### src/rtl/motor_ctrl_pkg.sv
// Shared types and constants for the quadrature motor position controller.
package motor_ctrl_pkg;

   typedef enum logic [1:0] {ST_IDLE, ST_MOVE, ST_SETTLE, ST_FAULT} state_t;

   typedef enum logic [1:0] {
      FLT_NONE    = 2'b00,
      FLT_STALL   = 2'b01,
      FLT_ILLEGAL = 2'b10
   } fault_t;

   localparam logic DIR_CW  = 1'b0;
   localparam logic DIR_CCW = 1'b1;

   // Position of an {A,B} pair along the forward Gray cycle 00->10->11->01.
   function automatic logic [1:0] quad_phase(input logic [1:0] ab);
      case (ab)
         2'b00:   return 2'd0;
         2'b10:   return 2'd1;
         2'b11:   return 2'd2;
         default: return 2'd3;
      endcase
   endfunction

endpackage

### src/rtl/quad_decoder.sv
// Synchronises the asynchronous A/B pins and classifies each sampled transition
// as a forward step, a reverse step or an illegal double-bit change.
module quad_decoder
   import motor_ctrl_pkg::*;
#(
   parameter int unsigned SYNC_STAGES = 2
) (
   input  logic clk,
   input  logic rst_n,
   input  logic enc_a,
   input  logic enc_b,
   output logic inc,
   output logic dec,
   output logic illegal
);

   logic [SYNC_STAGES-1:0][1:0] sync;
   logic [1:0]                  prev;
   logic [1:0]                  cur;
   logic [1:0]                  step;

   assign cur = sync[SYNC_STAGES-1];

   always_ff @(posedge clk or negedge rst_n) begin
      if (!rst_n) begin
         sync <= '0;
         prev <= '0;
      end else begin
         sync <= {sync[SYNC_STAGES-2:0], {enc_a, enc_b}};
         prev <= cur;
      end
   end

   // Phase distance mod 4: 1 forward, 3 reverse, 2 means both bits flipped.
   always_comb begin
      step    = quad_phase(cur) - quad_phase(prev);
      inc     = (step == 2'd1);
      dec     = (step == 2'd3);
      illegal = (step == 2'd2);
   end

endmodule

### src/rtl/motor_position_controller.sv
// Closed-loop position sequencer: decodes the encoder, drives the motor toward a
// commanded target, settles, reports done, and latches stall/illegal-edge faults.
module motor_position_controller
   import motor_ctrl_pkg::*;
#(
   parameter int unsigned POS_W         = 16,
   parameter int unsigned SYNC_STAGES   = 2,
   parameter int unsigned STALL_CYCLES  = 400_000,
   parameter int unsigned SETTLE_CYCLES = 1_000
) (
   input  logic             clk,
   input  logic             rst_n,
   input  logic             cmd_valid,
   output logic             cmd_ready,
   input  logic [POS_W-1:0] cmd_target,
   input  logic             abort,
   input  logic             pos_clear,
   input  logic             clear_fault,
   input  logic             enc_a,
   input  logic             enc_b,
   output logic             motor_en,
   output logic             motor_dir,
   output logic [POS_W-1:0] position,
   output logic             busy,
   output logic             done,
   output logic             fault,
   output logic [1:0]       fault_code
);

   localparam int unsigned STALL_W  = $clog2(STALL_CYCLES + 1);
   localparam int unsigned SETTLE_W = $clog2(SETTLE_CYCLES + 1);

   state_t               state;
   fault_t               fcode;
   logic [POS_W-1:0]     target;
   logic [POS_W-1:0]     diff;
   logic [POS_W-1:0]     diff_new;
   logic [STALL_W-1:0]   stall_cnt;
   logic [SETTLE_W-1:0]  settle_cnt;
   logic                 inc, dec, illegal;
   logic                 accept, clear_now, at_target, enc_edge;

   quad_decoder #(.SYNC_STAGES(SYNC_STAGES)) u_decoder (
      .clk     (clk),
      .rst_n   (rst_n),
      .enc_a   (enc_a),
      .enc_b   (enc_b),
      .inc     (inc),
      .dec     (dec),
      .illegal (illegal)
   );

   assign cmd_ready  = (state == ST_IDLE) && !abort;
   assign accept     = cmd_valid && cmd_ready;
   assign clear_now  = pos_clear && (state == ST_IDLE);
   assign at_target  = (position == target);
   assign enc_edge   = inc || dec;
   assign diff       = target - position;
   // A same-cycle clear takes precedence, so the new command is judged from zero.
   assign diff_new   = cmd_target - (clear_now ? '0 : position);
   assign busy       = (state != ST_IDLE);
   assign fault      = (state == ST_FAULT);
   assign fault_code = fcode;

   always_ff @(posedge clk or negedge rst_n) begin
      if (!rst_n)         position <= '0;
      else if (clear_now) position <= '0;
      else if (inc)       position <= position + POS_W'(1);
      else if (dec)       position <= position - POS_W'(1);
   end

   always_ff @(posedge clk or negedge rst_n) begin
      if (!rst_n) begin
         state      <= ST_IDLE;
         fcode      <= FLT_NONE;
         target     <= '0;
         stall_cnt  <= '0;
         settle_cnt <= '0;
         motor_en   <= 1'b0;
         motor_dir  <= DIR_CW;
         done       <= 1'b0;
      end else begin
         done <= 1'b0;
         if (illegal) begin
            state    <= ST_FAULT;
            fcode    <= FLT_ILLEGAL;
            motor_en <= 1'b0;
         end else begin
            case (state)
               ST_IDLE: begin
                  if (accept) begin
                     target <= cmd_target;
                     if (diff_new == '0) begin
                        done <= 1'b1;
                     end else begin
                        state     <= ST_MOVE;
                        motor_en  <= 1'b1;
                        motor_dir <= diff_new[POS_W-1];
                        stall_cnt <= '0;
                     end
                  end
               end
               ST_MOVE: begin
                  if (abort) begin
                     state    <= ST_IDLE;
                     motor_en <= 1'b0;
                  end else if (at_target) begin
                     state      <= ST_SETTLE;
                     motor_en   <= 1'b0;
                     settle_cnt <= '0;
                  end else if (!enc_edge && stall_cnt == STALL_W'(STALL_CYCLES - 1)) begin
                     state    <= ST_FAULT;
                     fcode    <= FLT_STALL;
                     motor_en <= 1'b0;
                  end else begin
                     motor_dir <= diff[POS_W-1];
                     stall_cnt <= enc_edge ? '0 : stall_cnt + STALL_W'(1);
                  end
               end
               ST_SETTLE: begin
                  if (abort) begin
                     state <= ST_IDLE;
                  end else if (settle_cnt == SETTLE_W'(SETTLE_CYCLES - 1)) begin
                     if (at_target) begin
                        state <= ST_IDLE;
                        done  <= 1'b1;
                     end else begin
                        state     <= ST_MOVE;
                        motor_en  <= 1'b1;
                        motor_dir <= diff[POS_W-1];
                        stall_cnt <= '0;
                     end
                  end else begin
                     settle_cnt <= settle_cnt + SETTLE_W'(1);
                  end
               end
               ST_FAULT: begin
                  if (clear_fault) begin
                     state <= ST_IDLE;
                     fcode <= FLT_NONE;
                  end
               end
               default: state <= ST_IDLE;
            endcase
         end
      end
   end

endmodule

### config.mk
export PLATFORM = sky130hd
export DESIGN_NAME = motor_position_controller
export DESIGN_NICKNAME = d
export VERILOG_FILES = /design/src/rtl/motor_ctrl_pkg.sv /design/src/rtl/quad_decoder.sv /design/src/rtl/motor_position_controller.sv
export SDC_FILE = /design/constraint.sdc
export NUM_CORES = 1
export LEC_CHECK = 0
export ABC_AREA = 1
export CORE_ASPECT_RATIO = 1.25
export CORE_MARGIN = 2
export CORE_UTILIZATION = 55
export DETAILED_ROUTE_END_ITERATION = 7
export HOLD_SLACK_MARGIN = 0.03
export PLACE_DENSITY = 0.8
export REMOVE_ABC_BUFFERS = 1
export SLEW_MARGIN = 20
export SYNTH_ARGS = -nofsm -noshare
export SYNTH_HDL_FRONTEND = slang
export SYNTH_HIERARCHICAL = 1
export SYNTH_SLANG_ARGS = --single-unit
### constraint.sdc
create_clock -name clk -period 4.7 [get_ports clk]
set_input_delay 0.47 -clock clk [delete_from_list [all_inputs] [get_ports clk]]
set_output_delay 0.47 -clock clk [all_outputs]
set_load 0.03 [all_outputs]
== After elaboration in Yosys (flattened, before gate mapping) ==
Index checks and enable logic that the tools add are counted.
Word-level totals
  bits of input ports: 24
  RAM bits: 0
  memory bits (read-only): 0
  memories kept: 0
  bits in latches: 0
  flip-flop bits (word level): 74
  output and inout bits: 24
Cells by class
  bitwise gates (word level): 1
  magnitude comparators: 0
  add/sub/neg operators: 7
  reduce and logical (&&, ||, !) cells: 23
  multipliers: 0
  eq/ne operators: 34
  shifts and indexed selects: 0
  divide/modulo/power cells: 0
  multiplexer cells: 63
Operator list (count)
  19-bit 2-to-1 mux: 9
  16-bit 2-to-1 mux: 4
  19-bit one-hot mux with 3 select lines: 1
  10-bit 2-to-1 mux: 4
  16-bit subtractor: 2
  2-bit 2-to-1 mux: 13
  1-bit 2-to-1 mux: 24
  3-bit inequality test (second input constant): 8
  2-bit inequality test (second input constant): 10
  10-bit one-hot mux with 2 select lines: 1
  19-bit by 1-bit adder with 19-bit output (second input constant): 1
  19-bit == test (second input constant): 1
  16-bit by 1-bit adder with 16-bit output (second input constant): 1
  16-bit == test: 1
  2-bit == test (second input constant): 8
  16-bit zero test: 1
  16-bit by 1-bit subtractor with 16-bit output (second input constant): 1
  2-bit one-hot mux with 3 select lines: 2
  10-bit by 1-bit adder with 10-bit output (second input constant): 1
  10-bit == test (second input constant): 1
  10-bit AND reduction: 1
  5-bit AND reduction: 2
  3-bit nonzero test: 3
  2-bit one-hot mux with 4 select lines: 1
  18 further kinds: 27

== Logic depth before layout (Yosys ltp) ==
Gate-level depths: netlist (run 1).
  depth after elaboration: 12
  gate-level depth with buffers: 24

== Hierarchy ==
Netlist (run 1), hierarchy kept.
Modules (own cells, without submodules)
  motor_position_controller: area each 5718.0 µm², seq. area each 1701.6 µm², cells an instance 855, instances 1
  quad_decoder: area each 287.8 µm², seq. area each 150.1 µm², cells an instance 28, instances 1

== Worst setup path after synthesis (run 1) ==
No wires, ideal clock.
  path type: reg2reg
  from: register u_decoder.sync, in the netlist u_decoder/cur[0]
  to: register position[10]
  buffers on the path: 0
  stages on the path, launching flop included: 18
  setup slack: 1468 ps
  period minus slack after synthesis: 3232 ps
  data arrival time: 3105 ps
  cell sequence: dfrtp_1 > ha_1 > ha_1 > inv_1 > nand2_1 > nand3_1 > nand2_1 > nor2_1 > inv_1 > fa_1 > a211o_1 > o21ai_0 > inv_1 > a21oi_1 > o21ai_0 > or2_2 > nand3_1 > o21ai_0
Between the ends
  cells in the longest elaborated chain, start to end: 6
  elaborated cells between the ends (all ways): 10
  classes of those cells: add/sub (1); eq/ne (4); mux (3); reduce/logical (2)
Ends and longest elaborated chain
  start: declaration: line quad_decoder.sv:17  | logic [SYNC_STAGES-1:0][1:0] sync;
  start signal: assignment: line quad_decoder.sv:29  | sync <= {sync[SYNC_STAGES-2:0], {enc_a, enc_b}};
  2-bit == test or 2-bit zero test (tied branches): line motor_ctrl_pkg.sv:17  | case (ab)
  2-bit one-hot mux with 3 select lines *: line motor_ctrl_pkg.sv:17
  2-bit subtractor *: line quad_decoder.sv:36  | step = quad_phase(cur) - quad_phase(prev);
  2-bit by 1-bit == test with 1-bit output *: line quad_decoder.sv:37  | inc = (step == 2'd1);
  via inc: line motor_position_controller.sv:40  | logic inc, dec, illegal;
  16-bit 2-to-1 mux: line motor_position_controller.sv:68  | else if (inc) position <= position + POS_W'(1);
  16-bit 2-to-1 mux: line motor_position_controller.sv:67  | else if (clear_now) position <= '0;
  end signal: assignment: line motor_position_controller.sv:68
  end signal: assignment: line motor_position_controller.sv:69  | else if (dec) position <= position - POS_W'(1);
  end: declaration: line motor_position_controller.sv:23  | output logic [POS_W-1:0] position,
The timed path passes the listed nets; every way through them passes the cells marked *.
A chain may end at the register's enable or synchronous reset.

== Final worst setup path (run 1) ==
  from: register state[0]
  to: register stall_cnt[5]
Between the ends
  cells in the longest elaborated chain, start to end: 7
  elaborated cells between the ends (all ways): 20
  classes of those cells: add/sub (1); eq/ne (10); mux (2); reduce/logical (7)
Ends and longest elaborated chain
  start: declaration: line motor_position_controller.sv:33  | state_t state;
  start signal: assignment: line motor_position_controller.sv:74  | state <= ST_IDLE;
  start signal: assignment: line motor_position_controller.sv:85  | state <= ST_FAULT;
  start signal: assignment: line motor_position_controller.sv:96  | state <= ST_MOVE;
  2-bit zero test: line motor_position_controller.sv:53, motor_position_controller.sv:55, motor_position_controller.sv:89
  1-bit logical AND: line motor_position_controller.sv:55  | assign clear_now = pos_clear && (state == ST_IDLE);
  16-bit 2-to-1 mux: line motor_position_controller.sv:60  | assign diff_new = cmd_target - (clear_now ? '0 : position);
  16-bit subtractor: line motor_position_controller.sv:60
  16-bit zero test: line motor_position_controller.sv:93  | if (diff_new == '0) begin
  2-bit inequality test (no line)
  10-bit AND reduction (no line)
  end signal: assignment: line motor_position_controller.sv:117  | stall_cnt <= enc_edge ? '0 : stall_cnt + STALL_W'(1);
  end: declaration: line motor_position_controller.sv:38  | logic [STALL_W-1:0] stall_cnt;
Parallel ways exist; a longest one is shown, timed or not.

==> flow_metrics.py, run 1 <==
metrics = {
    "run_status": {
        "status": "complete, no violations",
    },
    "power_and_ir_drop": {
        "leakagePower_nw": 3.52,
        "pwr_density_cell_nw_per_um2": 667,
        "clock_power_share": 0.169,
        "seq_power_share": 0.225,
        "p_total_mw": 4.61,
        "p_sw_mw": 2.25,
        "combPwrFrac": 0.605,
        "internal_power_mw": 2.36,
        "switching_share": 0.488,
        "vdd_drop_max_mv": 0.563,
    },
    "synth": {
        "synth_largest_area_cell": "sky130_fd_sc_hd__dfrtp_1",
        "synth_area_per_cell_um2": 6.80,
        "synth_cells": 883,
        "synth_seq_cells": 74,
        "post_synth_num_cell_types": 38,
        "netlist_top_cells_area": "sky130_fd_sc_hd__dfrtp_1, sky130_fd_sc_hd__nand2_1, sky130_fd_sc_hd__ha_1",
        "ys_warn_count": 6,
        "fraction_of_post_synthesis_cell_area_in_the_top_cell_type_by_area": 0.308,
        "synth_sequential_area_ratio": 0.308,
        "netlist_area_um2": 6010,
    },
    "clock_tree": {
        "cts_max_path_buffers": 2,
        "numCtsBuffers": 9,
        "cts_setup_buffers": 0,
        "cts_hold_repair_buffers": 0,
        "cts.root.buffer_cell": "sky130_fd_sc_hd__clkbuf_16",
        "path_clk_slew_ps": 60,
        "clock_sink_count": 74,
        "clk_latency_ps": 330,
        "h-tree-depth": 3,
        "cts_tree": "done",
        "cts.repair.resized": 0,
    },
    "timing": {
        "setup_viol_count_final": 0,
        "final-hold-violation-count": 0,
        "final_clock_skew_ps": 6.31,
        "max_freq_ghz": 0.269,
        "relSlewSlack": 0.370,
        "finalCriticalPeriod_ps": 3720,
        "fin_crit_sh": 0.790,
        "setup-tns-final_ps": 0,
        "final_max_slew_viol_count": 0,
        "grt_setup_unrepaired": "no",
        "fin_ws_ps": 985,
        "timing.hold.ws_ps": 291,
        "timing_worst_slew_pin_value_ps": 945,
    },
    "placement": {
        "place_inst": 1050,
        "buffer_ports.inserted": 47,
        "place_congestion": 0.889,
        "detailedPlace.worstSlack_ps": 995,
        "place_area_um2": 6580,
        "detailed_placement_hpwl_mm": 11.6,
    },
    "critical_path": {
        "rr_endpoint": "stall_cnt[5]",
        "critical_path.startpoint_type": "register",
        "r2r_setup_slack_ps": 980,
        "worst-endpoint-arrival_ps": 3980,
        "timing_worst_setup_path_type": "register to register",
        "critical_path_required_ps": 4970,
        "rr_startpoint": "state[0]",
        "worst-path-max-fanout": 21,
        "timing.reg2reg.worst_path_depth": 19,
        "endpoint_kind": "register",
    },
    "global_routing": {
        "grt_antenna_before_repair": 0,
        "grt_pass1_wl_mm": 25.9,
        "grt_pass1_vias": 5654,
        "grt_max_degree": 75,
        "overflow": 0,
        "grt_usage": 0.269,
    },
    "cells_and_area": {
        "layout.nets": 1016,
        "post_layout_nonfiller_instances": 1065,
        "stdcell_area_um2": 6910,
        "final.fill_count": 956,
        "area_delta_synth_final_pct": 15.1,
        "final_layout_size_suffix_gt1_frac": 0.0418,
        "final_util": 0.651,
        "insertedDiodeCount": 0,
    },
    "min_path": {
        "worstHoldPathType": "primary input to asynchronous set/reset pin",
    },
    "die": {
        "initial_core_util": 0.566,
        "core_um2": 10600,
        "die_h_um": 121,
        "placement_rows": 42,
        "boundaryPins": 48,
        "fp.dieW_um": 97.5,
        "total_die_area_um2": 11800,
    },
    "drt": {
        "vias_per_cell": 5.62,
        "ant_nets": 0,
        "drt-pass1-iter-count": 6,
        "remaining_drc_errors": 0,
        "routed_wl_mm": 15.4,
        "dr_total_vias": 5989,
        "routed_wire_length_per_instance_um": 14.5,
        "drt-initial-drc-count": 306,
    },
    "flow_run": {
        "max_cap_violations": 0,
    },
}
[flip-flops by register name, summed over array words and instances (netlist names)]
| signal | cells |
|---|---|
| done | 1 |
| fault_code | 2 |
| motor_dir | 1 |
| motor_en | 1 |
| position | 16 |
| settle_cnt | 10 |
| stall_cnt | 19 |
| state | 2 |
| target | 16 |
| u_decoder/cur | 2 |
| u_decoder/prev | 2 |
| u_decoder/sync | 2 |
[final cells by class]
class                   instances  area (um2)  area share
flip-flops and latches         74        1850       0.268
multi-input cells             681        3650       0.528
clock inverters                 5         104      0.0150
well taps                     132         165      0.0239
inverters                     113         424      0.0614
repair buffers                 50         490      0.0710
clock buffers                  10         229      0.0331
[synth_stat cells]
cell type,count
sky130_fd_sc_hd__buf_2,5
sky130_fd_sc_hd__clkbuf_1,7
sky130_fd_sc_hd__nand2_2,4
sky130_fd_sc_hd__xnor2_1,5
sky130_fd_sc_hd__nand3b_1,6
sky130_fd_sc_hd__nand3_1,70
sky130_fd_sc_hd__a31oi_1,1
sky130_fd_sc_hd__nor3b_1,3
sky130_fd_sc_hd__o31ai_1,5
sky130_fd_sc_hd__a211o_1,2
sky130_fd_sc_hd__ha_1,62
sky130_fd_sc_hd__nor2_1,80
sky130_fd_sc_hd__o22ai_1,7
sky130_fd_sc_hd__nand2_1,266
sky130_fd_sc_hd__o211ai_1,2
sky130_fd_sc_hd__or2_2,4
sky130_fd_sc_hd__xor2_1,9
sky130_fd_sc_hd__a21oi_2,3
sky130_fd_sc_hd__buf_6,2
sky130_fd_sc_hd__xnor2_2,1
sky130_fd_sc_hd__and3_1,2
sky130_fd_sc_hd__fa_1,1
sky130_fd_sc_hd__a21oi_1,48
sky130_fd_sc_hd__inv_1,112
sky130_fd_sc_hd__nand4_1,13
sky130_fd_sc_hd__and2_1,1
sky130_fd_sc_hd__nor2_2,6
sky130_fd_sc_hd__o21ai_0,46
sky130_fd_sc_hd__buf_4,1
sky130_fd_sc_hd__o21ai_2,1
sky130_fd_sc_hd__nand3_2,1
sky130_fd_sc_hd__dfrtp_1,74
sky130_fd_sc_hd__o2111ai_1,1
sky130_fd_sc_hd__nor3_1,18
sky130_fd_sc_hd__inv_2,1
sky130_fd_sc_hd__o21ai_1,6
sky130_fd_sc_hd__a21o_1,1
sky130_fd_sc_hd__nor4_1,6
[power groups by stage]
stage / clock [mW] / combinational (mW) / sequential [mW]
2_1_floorplan: 0 / 1.87 / 1.13
3_3_place_gp: 0 / 2.69 / 1.04
3_5_place_dp: 0 / 2.74 / 1.04
4_1_cts: 0.784 / 2.77 / 1.03
5_1_grt: 0.815 / 3.15 / 1.06
6_report: 0.781 / 2.79 / 1.04
[placed cells by master (no fill, tap or decap), types with 6 or more instances in the layout]
cell / synthesis / layout
sky130_fd_sc_hd__nor2_2: 6 / 6
sky130_fd_sc_hd__o21ai_0: 46 / 46
sky130_fd_sc_hd__a21oi_1: 48 / 48
sky130_fd_sc_hd__nand3_1: 70 / 70
sky130_fd_sc_hd__ha_1: 62 / 62
sky130_fd_sc_hd__o21ai_1: 6 / 6
sky130_fd_sc_hd__nand3b_1: 6 / 6
sky130_fd_sc_hd__xor2_1: 9 / 9
sky130_fd_sc_hd__nor4_1: 6 / 6
sky130_fd_sc_hd__clkdlybuf4s50_1: 0 / 46
sky130_fd_sc_hd__dfrtp_1: 74 / 74
sky130_fd_sc_hd__nor2_1: 80 / 80
sky130_fd_sc_hd__nand4_1: 13 / 13
sky130_fd_sc_hd__nor3_1: 18 / 18
sky130_fd_sc_hd__o22ai_1: 7 / 7
sky130_fd_sc_hd__clkbuf_16: 0 / 9
sky130_fd_sc_hd__inv_1: 112 / 112
sky130_fd_sc_hd__nand2_1: 266 / 266
[per-layer routing]
layer	vias up	track usage	routed length (um)
li1	2977	-	-
met1	2745	0.310	6240
met2	220	0.499	7980
met3	47	0.0370	753
met4	0	0.113	467
met5	-	0	0
[cell families (layout without fill, tap and decap cells)]
| logic type | count (synthesis) | after routing | share of synthesized area |
|---|---|---|---|
| simple gates | 480 | 480 | 0.340 |
| buf+inv | 128 | 178 | 0.0842 |
| compound gates | 123 | 123 | 0.112 |
| flops | 74 | 74 | 0.308 |
| fa+ha+maj | 63 | 63 | 0.132 |
| xor+xnor | 15 | 15 | 0.0231 |
[how the worst max path moves through the flow]
stage	start	endpoint	slack [ps]	cells after the start
after floorplan	u_decoder/cur[0]	position[10]	1460	17
after global placement	pos_clear	stall_cnt[11]	1040	18
after detailed placement	pos_clear	stall_cnt[1]	990	18
after CTS	u_decoder/cur[0]	position[10]	1030	17
after global routing	state[0]	stall_cnt[5]	670	19
final	state[0]	stall_cnt[5]	980	19
[worst max-delay path, stage by stage, from the launching register on]
cell and delay [ps]:
sky130_fd_sc_hd__dfrtp_1 410, sky130_fd_sc_hd__inv_1 120, sky130_fd_sc_hd__ha_1 350, sky130_fd_sc_hd__nand2_2 330, sky130_fd_sc_hd__nand2_1 220, sky130_fd_sc_hd__ha_1 300, sky130_fd_sc_hd__a21oi_2 170, sky130_fd_sc_hd__nand2_1 100
sky130_fd_sc_hd__nand2_1 90, sky130_fd_sc_hd__nand2_1 80, sky130_fd_sc_hd__nand2_1 60, sky130_fd_sc_hd__nand2_1 60, sky130_fd_sc_hd__nor3_1 180, sky130_fd_sc_hd__nand2_1 100, sky130_fd_sc_hd__nor2_1 210, sky130_fd_sc_hd__nand3_2 100
sky130_fd_sc_hd__buf_4 220, sky130_fd_sc_hd__nand2_2 350, sky130_fd_sc_hd__nand2_1 110, sky130_fd_sc_hd__nand2_1 80
Power figures use the tool's default switching activity.
==> run 2: changes to the inputs <==
Settings changed: CORE_UTILIZATION 55 to 54, PLACE_DENSITY 0.8 to 0.82.
Clock period 4.7 ns to 3 ns, I/O delays scaled along.
==> run 2 against run 1 <==
Net effect:
- cell area is 16% higher
- clock power rose by 43%
- highest routed layer unchanged
- largest cell class unchanged
- sequential cell count unchanged
- wire length increased by 13%
- sequential share of layout area is 3.7 points lower
- power grew 89%
- cell count grew 8.1%
- worst setup slack worse by 990 ps
- register-to-register slack got worse by 990 ps
- count of clock-buffer cells in the layout rose by 1
- the flow now finishes with violations (setup timing)
- maximum frequency is 24% higher
==> flow_metrics.py, run 2 (synthesis gave the netlist of run 1 again) <==
metrics = {
    "run_status": {
        "status": "finished, violations left",
        "violated_checks": "setup timing",
    },
    "cells_and_area": {
        "final_layout_size_suffix_gt1_frac": 0.197,
        "area_delta_synth_final_pct": 33.7,
        "largest_reg_flops": 19,
        "layout_commonest_cell": "sky130_fd_sc_hd__nand2_1",
        "post_layout_nonfiller_instances": 1151,
        "layout.nets": 1099,
        "insertedDiodeCount": 0,
        "mostFrequentLayoutCells": "sky130_fd_sc_hd__nand2_1, sky130_fd_sc_hd__inv_1, sky130_fd_sc_hd__buf_4",
        "reg.largest.list": "stall_cnt x19, position x16, target x16",
        "largest_register": "stall_cnt",
        "stdcell_area_um2": 8030,
    },
    "clock_tree": {
        "cts_tree": "done",
        "cts_hold_repair_buffers": 0,
        "h-tree-depth": 3,
        "clock_sink_count": 74,
        "clk_latency_ps": 340,
        "cts.root.buffer_cell": "sky130_fd_sc_hd__clkbuf_16",
        "cts_max_path_buffers": 2,
        "path_clk_slew_ps": 60,
        "numCtsBuffers": 9,
    },
    "critical_path": {
        "critical_path_required_ps": 3250,
        "crit_slowest_cell": "sky130_fd_sc_hd__dfrtp_1",
        "critical_path.cell_chain": "ha_4 -> inv_4 -> ha_4 -> inv_2 -> nand2_2 -> nand2_2 -> nand2_2 -> nand2_2 -> nor2_4 -> inv_4 -> buf_6 -> ha_1 -> nand2_1 -> nor3_1 -> a21oi_1 -> nand2_2 -> xor2_1 -> nand2_1 -> o21ai_0",
        "timing_worst_setup_path_type": "register to register",
        "r2r_setup_slack_ps": -1,
        "rr_endpoint": "position[14]",
        "crit_path_max_incr_delay_ps": 420,
        "critical_path.startpoint_type": "register",
        "endpoint_kind": "register",
        "timing.reg2reg.worst_path_depth": 19,
        "crit_top_cell": "sky130_fd_sc_hd__nand2_2",
        "startpoint": "u_decoder/prev[0]",
        "rr_startpoint": "u_decoder/prev[0]",
        "worst-endpoint-arrival_ps": 3250,
        "worst-path-max-fanout": 12,
    },
    "die": {
        "die_h_um": 122,
        "placement_rows": 43,
        "total_die_area_um2": 12000,
        "core_um2": 11000,
        "boundaryPins": 48,
        "fp.dieW_um": 98.3,
        "initial_core_util": 0.547,
    },
    "drt": {
        "drt-initial-drc-count": 405,
        "routed_wire_length_per_instance_um": 15.1,
        "routed_wl_mm": 17.4,
        "vias_per_cell": 5.58,
        "ant_nets": 0,
        "remaining_drc_errors": 0,
        "dr_total_vias": 6426,
        "drt-pass1-iter-count": 5,
    },
    "global_routing": {
        "overflow": 0,
        "grt_pass1_vias": 6248,
        "grt_usage": 0.279,
        "grt_pass1_wl_mm": 27.4,
        "grt_antenna_before_repair": 0,
        "grt_max_degree": 75,
    },
    "placement": {
        "place_area_um2": 7090,
        "buffer_ports.inserted": 47,
        "place_inst": 1119,
        "detailed_placement_hpwl_mm": 12.0,
        "detailedPlace.worstSlack_ps": -253,
        "place_congestion": 0.952,
    },
    "flow_run": {
        "max_cap_violations": 0,
    },
    "power_and_ir_drop": {
        "vdd_drop_max_mv": 0.917,
        "p_total_mw": 8.71,
        "leakagePower_nw": 3.96,
        "pwr_density_cell_nw_per_um2": 1080,
    },
    "timing": {
        "final_max_slew_viol_count": 0,
        "final-hold-violation-count": 0,
        "grt_setup_unrepaired": "yes",
        "timing_worst_slew_pin_value_ps": 936,
        "max_freq_ghz": 0.333,
        "fin_crit_sh": 1.00,
        "final_clock_skew_ps": 8.28,
        "relSlewSlack": 0.376,
        "setup_viol_count_final": 1,
        "setup-tns-final_ps": -1.18,
        "fin_ws_ps": -1.18,
        "finalCriticalPeriod_ps": 3000,
    },
    "min_path": {
        "worstHoldPathType": "primary input to asynchronous set/reset pin",
    },
}
## run 2: cell types whose count changed in the layout (fill, tap and decap cells not counted), moves of 5 or more
cell,before,now
sky130_fd_sc_hd__buf_4,4,81
sky130_fd_sc_hd__nor2_1,80,69
sky130_fd_sc_hd__inv_2,1,7
sky130_fd_sc_hd__nor2_2,6,12
sky130_fd_sc_hd__a21oi_1,48,37
sky130_fd_sc_hd__nand2_2,4,13
sky130_fd_sc_hd__o21ai_0,46,35
sky130_fd_sc_hd__inv_1,112,104
sky130_fd_sc_hd__ha_4,0,17
sky130_fd_sc_hd__o21ai_2,1,7
sky130_fd_sc_hd__a21oi_2,3,12
sky130_fd_sc_hd__nand2_1,266,256
sky130_fd_sc_hd__nor2_4,0,5
sky130_fd_sc_hd__ha_1,62,45
## run 2: worst max-delay path by stage
stage / to / slack [ps]
floorplan: position[10] / -240
global placement: position[13] / -150
detailed placement: position[10] / -250
CTS: position[10] / -10
global route: position[14] / -170
finish: position[14] / -1
## run 2: repair_timing
item / CTS / global route
pin swaps: 10 / 33
buffers inserted: 11 / 6
gates resized for setup: 31 / 84
gates cloned: 0 / 1
endpoints found under the setup margin: 34 / 57
## run 2: power by group
group	internal (mW)	switching, mW
sequential	1.31	0.319
clock	0.685	0.438
combinational	2.56	3.40
## run 2: final cells by class
class | count | area (um2)
Multi-Input combinational cell | 682 | 4140
Clock buffer | 11 | 253
Inverter | 113 | 429
Clock inverter | 4 | 51.3
Sequential cell | 74 | 1850
Timing Repair Buffer | 132 | 1130
Fill cell | 800 | 2940
Tap cell | 135 | 169
## run 2: worst max-delay path: cells and delay by family (launching register included)
kind,cells,cell delay (ps)
xor+xnor,1,150
simple gates,9,1000
flops,1,420
compound gates,2,250
buf+inv,4,330
fa+ha+maj,3,790
## run 2: per-layer routing
| layer | vias to the layer above | part of all wire | track usage |
|---|---|---|---|
| met4 | 0 | 0.031 | 0.117 |
| li1 | 3143 | - | - |
| met3 | 55 | 0.043 | 0.0373 |
| met2 | 218 | 0.53 | 0.526 |
| met1 | 3010 | 0.40 | 0.314 |
| met5 | - | 0 | 0 |
## run 2: stage by stage
step / util / hold slack (ps)
floorplan: - / 4.41
global placement: 0.646 / 335
detailed placement: 0.646 / 336
CTS: 0.690 / 150
global route: 0.732 / 204
finish: 0.732 / 107
